--- src/rtl/reorder_buffer_if.sv ---
// Shared ROB types and the dispatch / functional-unit / retire bundle.
// The master side (dispatch, FUs, consumers) drives the i_* signals;
// the slave side (the reorder buffer) drives the o_* signals.

package rob_pkg;
    localparam int ROB_DEPTH = 16;
    localparam int ROB_IDX_W = 4;

    typedef logic [31:0]          word;
    typedef logic [5:0]           p_reg;
    typedef logic [ROB_IDX_W-1:0] rob_num;

    typedef struct packed {
        logic   valid;
        rob_num rob_number;
        p_reg   preg_addr_dst;
        p_reg   old_preg_addr_dst;
        logic   regwrite;
        logic   memwrite;
    } rob_row_struct;
endpackage

interface reorder_buffer_if;
    import rob_pkg::*;

    // Allocation lanes from dispatch, lane 0 is older
    rob_row_struct i_rob_rows        [0:1];
    // Completion reports from ALU0, ALU1, MEM
    logic          i_complete_valid  [0:2];
    rob_num        i_complete_rob    [0:2];
    word           i_complete_data   [0:2];
    // Occupancy
    logic          o_full;
    logic [4:0]    o_count;
    // Retire lanes, lane 0 is older
    logic          o_retire_valid    [0:1];
    p_reg          o_retire_dst      [0:1];
    p_reg          o_retire_old_dst  [0:1];
    word           o_retire_data     [0:1];
    logic          o_retire_regwrite [0:1];
    logic          o_retire_memwrite [0:1];
    logic          o_alloc_err;

    modport master (
        output i_rob_rows, i_complete_valid, i_complete_rob, i_complete_data,
        input  o_full, o_count, o_retire_valid, o_retire_dst, o_retire_old_dst,
               o_retire_data, o_retire_regwrite, o_retire_memwrite, o_alloc_err
    );

    modport slave (
        input  i_rob_rows, i_complete_valid, i_complete_rob, i_complete_data,
        output o_full, o_count, o_retire_valid, o_retire_dst, o_retire_old_dst,
               o_retire_data, o_retire_regwrite, o_retire_memwrite, o_alloc_err
    );
endinterface

--- src/rtl/reorder_buffer.sv ---
// reorder_buffer: 16-entry in-order retirement stage.
// Entries are indexed by the ROB number dispatch assigns; up to two are
// allocated per cycle, three FUs report completions, and the oldest
// completed entries retire in program order with registered outputs.
// Define ROB_DUAL_RETIRE_EN to retire up to two entries per cycle;
// without it only lane 0 retires and every lane-1 output stays 0.

module reorder_buffer
    import rob_pkg::*;
(
    input  logic            i_clk,
    input  logic            i_rst,
    reorder_buffer_if.slave rob
);

    localparam int DEPTH = ROB_DEPTH;

    // Entry control state
    logic [DEPTH-1:0] valid_q, valid_d;
    logic [DEPTH-1:0] complete_q, complete_d;
    // Entry payload
    p_reg             dst_q      [DEPTH];
    p_reg             old_dst_q  [DEPTH];
    word              data_q     [DEPTH];
    logic [DEPTH-1:0] regwrite_q;
    logic [DEPTH-1:0] memwrite_q;

    rob_num           head_q, head_d, head1;
    logic [4:0]       count_q, count_d;
    logic             alloc_err_q, alloc_err_d;

    // Registered retire outputs
    logic             ret_valid_q    [0:1];
    p_reg             ret_dst_q      [0:1];
    p_reg             ret_old_dst_q  [0:1];
    word              ret_data_q     [0:1];
    logic             ret_regwrite_q [0:1];
    logic             ret_memwrite_q [0:1];

    rob_row_struct    row0, row1;
    logic [1:0]       alloc_ok;
    logic             alloc_bad;
    logic             ret0, ret1;
    logic [1:0]       n_alloc, n_ret;

    assign row0 = rob.i_rob_rows[0];
    assign row1 = rob.i_rob_rows[1];

    // A lane allocates only into a free entry; lane 1 aimed at the same
    // index lane 0 just claimed counts as hitting an occupied entry.
    assign alloc_ok[0] = row0.valid && !valid_q[row0.rob_number];
    assign alloc_ok[1] = row1.valid && !valid_q[row1.rob_number]
                      && !(alloc_ok[0] && (row0.rob_number == row1.rob_number));
    assign alloc_bad   = (row0.valid && !alloc_ok[0]) || (row1.valid && !alloc_ok[1]);

    // Retire decisions look only at pre-edge state: no completion bypass.
    assign head1 = head_q + rob_num'(1);
    assign ret0  = valid_q[head_q] && complete_q[head_q];
`ifdef ROB_DUAL_RETIRE_EN
    assign ret1  = ret0 && valid_q[head1] && complete_q[head1];
`else
    assign ret1  = 1'b0;
`endif

    assign n_alloc = {1'b0, alloc_ok[0]} + {1'b0, alloc_ok[1]};
    assign n_ret   = {1'b0, ret0} + {1'b0, ret1};

    // Next-state of entry flags, head, count and the sticky error
    always_comb begin
        // NOTE: every variable gets a default first so no path can infer a latch.
        valid_d     = valid_q;
        complete_d  = complete_q;
        head_d      = head_q + rob_num'(n_ret);
        count_d     = count_q + 5'(n_alloc) - 5'(n_ret);
        alloc_err_d = alloc_err_q || alloc_bad;

        for (int k = 0; k < 3; k++) begin
            if (rob.i_complete_valid[k] && valid_q[rob.i_complete_rob[k]]) begin
                complete_d[rob.i_complete_rob[k]] = 1'b1;
            end
        end

        if (ret0) begin
            valid_d[head_q]    = 1'b0;
            complete_d[head_q] = 1'b0;
        end
        if (ret1) begin
            valid_d[head1]    = 1'b0;
            complete_d[head1] = 1'b0;
        end

        // Allocation targets are free pre-edge, so a same-cycle completion
        // to them was already rejected above; allocation clears complete.
        if (alloc_ok[0]) begin
            valid_d[row0.rob_number]    = 1'b1;
            complete_d[row0.rob_number] = 1'b0;
        end
        if (alloc_ok[1]) begin
            valid_d[row1.rob_number]    = 1'b1;
            complete_d[row1.rob_number] = 1'b0;
        end
    end

    // Control state and registered retire outputs, synchronous reset
    always_ff @(posedge i_clk) begin
        if (i_rst) begin
            valid_q     <= '0;
            complete_q  <= '0;
            head_q      <= '0;
            count_q     <= '0;
            alloc_err_q <= 1'b0;
            for (int l = 0; l < 2; l++) begin
                ret_valid_q[l]    <= 1'b0;
                ret_dst_q[l]      <= '0;
                ret_old_dst_q[l]  <= '0;
                ret_data_q[l]     <= '0;
                ret_regwrite_q[l] <= 1'b0;
                ret_memwrite_q[l] <= 1'b0;
            end
        end else begin
            // NOTE: sequential state uses non-blocking assignment so every
            // register samples the pre-edge values computed above.
            valid_q     <= valid_d;
            complete_q  <= complete_d;
            head_q      <= head_d;
            count_q     <= count_d;
            alloc_err_q <= alloc_err_d;

            ret_valid_q[0]    <= ret0;
            ret_dst_q[0]      <= ret0 ? dst_q[head_q]      : '0;
            ret_old_dst_q[0]  <= ret0 ? old_dst_q[head_q]  : '0;
            ret_data_q[0]     <= ret0 ? data_q[head_q]     : '0;
            ret_regwrite_q[0] <= ret0 && regwrite_q[head_q];
            ret_memwrite_q[0] <= ret0 && memwrite_q[head_q];

            ret_valid_q[1]    <= ret1;
            ret_dst_q[1]      <= ret1 ? dst_q[head1]       : '0;
            ret_old_dst_q[1]  <= ret1 ? old_dst_q[head1]   : '0;
            ret_data_q[1]     <= ret1 ? data_q[head1]      : '0;
            ret_regwrite_q[1] <= ret1 && regwrite_q[head1];
            ret_memwrite_q[1] <= ret1 && memwrite_q[head1];
        end
    end

    // Entry payload storage; completions in FU order so the highest k wins
    // NOTE: payload is not reset; it is never observed unless valid/complete are set.
    always_ff @(posedge i_clk) begin
        for (int k = 0; k < 3; k++) begin
            if (rob.i_complete_valid[k] && valid_q[rob.i_complete_rob[k]]) begin
                data_q[rob.i_complete_rob[k]] <= rob.i_complete_data[k];
            end
        end
        if (alloc_ok[0]) begin
            dst_q[row0.rob_number]      <= row0.preg_addr_dst;
            old_dst_q[row0.rob_number]  <= row0.old_preg_addr_dst;
            regwrite_q[row0.rob_number] <= row0.regwrite;
            memwrite_q[row0.rob_number] <= row0.memwrite;
        end
        if (alloc_ok[1]) begin
            dst_q[row1.rob_number]      <= row1.preg_addr_dst;
            old_dst_q[row1.rob_number]  <= row1.old_preg_addr_dst;
            regwrite_q[row1.rob_number] <= row1.regwrite;
            memwrite_q[row1.rob_number] <= row1.memwrite;
        end
    end

    assign rob.o_count     = count_q;
    assign rob.o_full      = (count_q >= 5'(DEPTH - 1));
    assign rob.o_alloc_err = alloc_err_q;

    assign rob.o_retire_valid[0]    = ret_valid_q[0];
    assign rob.o_retire_valid[1]    = ret_valid_q[1];
    assign rob.o_retire_dst[0]      = ret_dst_q[0];
    assign rob.o_retire_dst[1]      = ret_dst_q[1];
    assign rob.o_retire_old_dst[0]  = ret_old_dst_q[0];
    assign rob.o_retire_old_dst[1]  = ret_old_dst_q[1];
    assign rob.o_retire_data[0]     = ret_data_q[0];
    assign rob.o_retire_data[1]     = ret_data_q[1];
    assign rob.o_retire_regwrite[0] = ret_regwrite_q[0];
    assign rob.o_retire_regwrite[1] = ret_regwrite_q[1];
    assign rob.o_retire_memwrite[0] = ret_memwrite_q[0];
    assign rob.o_retire_memwrite[1] = ret_memwrite_q[1];

endmodule

--- src/flat_wrapper.sv ---
// flat-port wrapper written by rule: the top's interface ports become plain ports
module reorder_buffer_flat import rob_pkg::*;
  (i_clk, i_rst, rob_i_rob_rows, rob_i_complete_valid, rob_i_complete_rob, rob_i_complete_data, rob_o_full, rob_o_count, rob_o_retire_valid, rob_o_retire_dst, rob_o_retire_old_dst, rob_o_retire_data, rob_o_retire_regwrite, rob_o_retire_memwrite, rob_o_alloc_err);
  reorder_buffer_if rob_i ();
  input  logic i_clk;
  input  logic i_rst;
  input wire logic [$bits(rob_i.i_rob_rows)-1:0] rob_i_rob_rows;
  input wire logic [$bits(rob_i.i_complete_valid)-1:0] rob_i_complete_valid;
  input wire logic [$bits(rob_i.i_complete_rob)-1:0] rob_i_complete_rob;
  input wire logic [$bits(rob_i.i_complete_data)-1:0] rob_i_complete_data;
  output wire logic [$bits(rob_i.o_full)-1:0] rob_o_full;
  output wire logic [$bits(rob_i.o_count)-1:0] rob_o_count;
  output wire logic [$bits(rob_i.o_retire_valid)-1:0] rob_o_retire_valid;
  output wire logic [$bits(rob_i.o_retire_dst)-1:0] rob_o_retire_dst;
  output wire logic [$bits(rob_i.o_retire_old_dst)-1:0] rob_o_retire_old_dst;
  output wire logic [$bits(rob_i.o_retire_data)-1:0] rob_o_retire_data;
  output wire logic [$bits(rob_i.o_retire_regwrite)-1:0] rob_o_retire_regwrite;
  output wire logic [$bits(rob_i.o_retire_memwrite)-1:0] rob_o_retire_memwrite;
  output wire logic [$bits(rob_i.o_alloc_err)-1:0] rob_o_alloc_err;
  assign rob_i.i_rob_rows = {>>{rob_i_rob_rows}};
  assign rob_i.i_complete_valid = {>>{rob_i_complete_valid}};
  assign rob_i.i_complete_rob = {>>{rob_i_complete_rob}};
  assign rob_i.i_complete_data = {>>{rob_i_complete_data}};
  assign rob_o_full = rob_i.o_full;
  assign rob_o_count = rob_i.o_count;
  assign rob_o_retire_valid = {>>{rob_i.o_retire_valid}};
  assign rob_o_retire_dst = {>>{rob_i.o_retire_dst}};
  assign rob_o_retire_old_dst = {>>{rob_i.o_retire_old_dst}};
  assign rob_o_retire_data = {>>{rob_i.o_retire_data}};
  assign rob_o_retire_regwrite = {>>{rob_i.o_retire_regwrite}};
  assign rob_o_retire_memwrite = {>>{rob_i.o_retire_memwrite}};
  assign rob_o_alloc_err = rob_i.o_alloc_err;
  reorder_buffer u_core (.i_clk(i_clk), .i_rst(i_rst), .rob(rob_i));
endmodule
--- config.mk ---
export PLATFORM = sky130hd
export DESIGN_NAME = reorder_buffer_flat
export DESIGN_NICKNAME = d
export VERILOG_FILES = /design/src/rtl/reorder_buffer_if.sv /design/src/rtl/reorder_buffer.sv /design/src/flat_wrapper.sv
export SDC_FILE = /design/constraint.sdc
export NUM_CORES = 2
export LEC_CHECK = 0
export ABC_AREA = 1
export ABC_CLOCK_PERIOD_IN_PS = 5800
export CAP_MARGIN = 30
export CORE_UTILIZATION = 45
export CTS_BUF_LIST = sky130_fd_sc_hd__clkbuf_16
export CTS_CLUSTER_SIZE = 30
export DETAILED_ROUTE_END_ITERATION = 12
export GPL_ROUTABILITY_DRIVEN = 0
export PLACE_DENSITY_LB_ADDON = 0.12
export SYNTH_ARGS = -nofsm -noshare
export SYNTH_HDL_FRONTEND = slang
export SYNTH_SLANG_ARGS = --single-unit
--- constraint.sdc ---
create_clock -name i_clk -period 5.8 [get_ports i_clk]
set_input_delay 1.16 -clock i_clk [delete_from_list [all_inputs] [get_ports i_clk]]
set_output_delay 1.16 -clock i_clk [all_outputs]
set_load 0.02 [all_outputs]
==> results.json <==
{
  "place_inst": 7058,
  "hold_depth": 2,
  "io_pins": 252,
  "drtPass1Iterations": 9,
  "slew_headroom": 0.2690,
  "numCtsBuffers": 95,
  "area_growth_pct": 10.65,
  "fmax_mhz": 235.7,
  "path_class": "flop to flop",
  "coreArea_sq_mm": 0.1041,
  "synth_seq_area_share": 0.4965,
  "vias_per_cell": 5.938,
  "synth_cells": 5948,
  "grt_setup_unrepaired": "no",
  "avgSynthCellArea_sq_um": 7.978,
  "cts_root_buf": "clkbuf_16",
  "yosysUniqueCellTypes": 41,
  "drv_cap": 0,
  "clock_latency_ns": 0.70,
  "critPathSlowestCell": "buf_4",
  "start_util": 0.4559,
  "syn_area_sq_mm": 0.04745,
  "placed_cell_area_sq_mm": 0.04954,
  "ff2ff_path_depth": 19,
  "critPathTopFamily": "buffers and inverters",
  "grt_usage": 0.3301,
  "final_antenna_net_count": 0,
  "drt_iter0_markers": 6076,
  "ys_top_cells_by_count": "2,059 x nand2_1, 810 x o21ai_0, 704 x edfxtp_1",
  "yosysWarnings": 0,
  "design_area_sq_mm": 0.05251,
  "leakage_nw": 19.26,
  "hp-class": "flop to flop",
  "crit_fanout": 60,
  "crit_top_cell": "nand2_1",
  "post_cts_buffers": 0,
  "fin_worst_skew_ns": 0.03035,
  "drive_gt1_frac": 0.05502,
  "critPathBufInv": 5,
  "rows": 118,
  "worstPathCellList": "buf_4, o21ai_1, nand2_1, nand2_1, nand2_1, nand2_1, inv_1, nand2_1, nand2_1, inv_1, ha_1, inv_1, fa_1, inv_1, fa_1, nor3_1, a211oi_1, o21ai_0, a21oi_1",
  "synth_top_area_share": 0.4455,
  "ir_drop_uv": 218.5,
  "critical_path_required_ns": 6.41,
  "arrival_ns": 4.85,
  "drv_slew": 0,
  "via_count": 43020,
  "final-hold-violation-count": 0,
  "synthArstFlopShare": 0,
  "finalNetCount": 5938,
  "clk_pin_slew_worst_paths_ns": 0.06,
  "cts_tree": "built",
  "grt_pass1_vias": 38740,
  "cts_sinks": 825,
  "setup_tns_ns": 0,
  "grt_max_degree": 118,
  "synth_top_cell_by_area": "edfxtp_1",
  "drc": 0,
  "die_height_um": 326.7,
  "instances_no_fill": 7245,
  "die_w_um": 326.7,
  "pwr_density_cell_mw_per_mm2": 259.7,
  "netlist_top_cells_area": "edfxtp_1 45%, nand2_1 16%, o21ai_0 8.5%",
  "crit_cells": 19,
  "critPathCaptureType": "flop",
  "min_period_over_period": 0.7316,
  "antenna_found_initial": 16,
  "tightest_slew_ns": 1.096,
  "synth_most_common_cell": "nand2_1",
  "hpwl_um": 104800,
  "dieArea_sq_mm": 0.1068,
  "wl_per_cell_um": 24.90,
  "min_period_ns": 4.243,
  "cpPeakStageDelay_ns": 0.79,
  "synth-edff-count": 704,
  "wl_um": 180400,
  "status": "completed",
  "power.total_w": 0.01364,
  "cts_hold_buffers": 0,
  "h-tree-depth": 3,
  "synth-seq-cells": 825,
  "cts_buffer_depth": 3,
  "setup-violations-final": 0,
  "portBuffers": 204,
  "synth-main-ff-cell": "edfxtp_1",
  "grt_pass1_wl_um": 262500,
  "startpoint_type": "flop",
  "grt_overflow_total": 0,
  "post_cts_resized": 0
}
## power breakdown
| group | internal, W | switching (W) |
|---|---|---|
| clock network | 0.00322 | 0.00260 |
| logic | 0.000393 | 0.000769 |
| registers | 0.00658 | 0.0000827 |
## through the flow
stage / utilization / worst slack [ns] / hold WS [ns]
2_1_floorplan: - / 0.6674 / 0.4383
4_1_cts: 0.5039 / 1.557 / 0.4933
5_1_grt: 0.5044 / 1.230 / 0.5310
3_3_place_gp: 0.4742 / 1.038 / 0.4726
3_5_place_dp: 0.4759 / 0.9425 / 0.4828
6_report: 0.5045 / 1.557 / 0.4985
## layout by cell type (no fill, tap or decap), types with 3 or more instances in the layout
cell type	instances
a31oi_1	89
ha_1	9
conb_1	47
inv_2	29
bufinv_16	5
o21ai_1	335
a22oi_1	176
buf_16	6
nand2_2	7
inv_16	3
nor2_4	9
clkinv_1	27
dfxtp_1	119
clkbuf_16	96
nand3_2	10
inv_4	9
nor2_1	140
nor2_2	9
o31a_1	44
nand4_1	7
nand3_1	455
o22ai_1	16
nand3_4	26
clkdlybuf4s50_1	204
nand2_1	2054
buf_12	19
edfxtp_1	704
a21oi_1	8
clkinv_2	9
o211ai_1	30
diode_2	13
inv_1	249
o21ai_0	808
buf_4	70
## tightest hold or removal path, delay by kind of cell (launching register included)
| family | cells | cell delay, ns |
|---|---|---|
| flops | 1 | 0.31 |
| simple gates | 2 | 0.15 |
## cell type report
cell class	count	area (sq um)
Timing Repair Buffer	299	3113
Clock buffer	96	2402
Inverter	260	1003
Antenna cell	13	32.53
Tap cell	1380	1727
Clock inverter	77	510.5
Multi-Input combinational cell	4295	20150
Fill cell	9853	51580
Sequential cell	825	23570
## cell families (layout without fill, tap and decap cells)
family,count (synthesis),count (layout),share of synthesized area
and+or+nand+nor,2722,2722,0.2348
buffers and inverters,874,732,0.08801
AOI/OAI and AO/OA,1512,1512,0.1768
xor gates and xnor gates,3,3,0.0005538
adders and majority gates,11,11,0.003217
other,1,60,0.00007903
DFF,825,825,0.4965
## routing by layer
metal,track usage,vias to the layer above,wire (um)
li1,-,19870,-
met4,0.1350,8,7086
met1,0.4496,20080,71990
met2,0.5147,2665,81050
met5,0,-,56
met3,0.06467,395,20200
## sequential cells by signal, indices dropped and copies added, names as in the netlist, 5 cells and up
| register | cells |
|---|---|
| u_core.valid_q | 16 |
| u_core.ret_dst_q | 6 |
| u_core.memwrite_q | 16 |
| u_core.ret_old_dst_q | 6 |
| u_core.regwrite_q | 16 |
| u_core.rob.o_count | 5 |
| u_core.old_dst_q | 96 |
| u_core.ret_data_q | 32 |
| u_core.data_q | 512 |
| u_core.complete_q | 16 |
| u_core.dst_q | 96 |
## final timing paths
check | start | endpoint | slack [ns]
worst min-delay path | u_core.complete_q[5]$_SDFF_PP0_ | u_core.complete_q[5]$_SDFF_PP0_ | 0.50
worst min register to register | u_core.complete_q[5]$_SDFF_PP0_ | u_core.complete_q[5]$_SDFF_PP0_ | 0.50
worst max register to register | u_core.head_q[0]$_SDFF_PP0_ | u_core.rob.o_count[4]$_SDFF_PP0_ | 1.56
worst max-delay path | u_core.head_q[0]$_SDFF_PP0_ | u_core.rob.o_count[4]$_SDFF_PP0_ | 1.56
No activity file was read; power rests on OpenSTA's default activity.
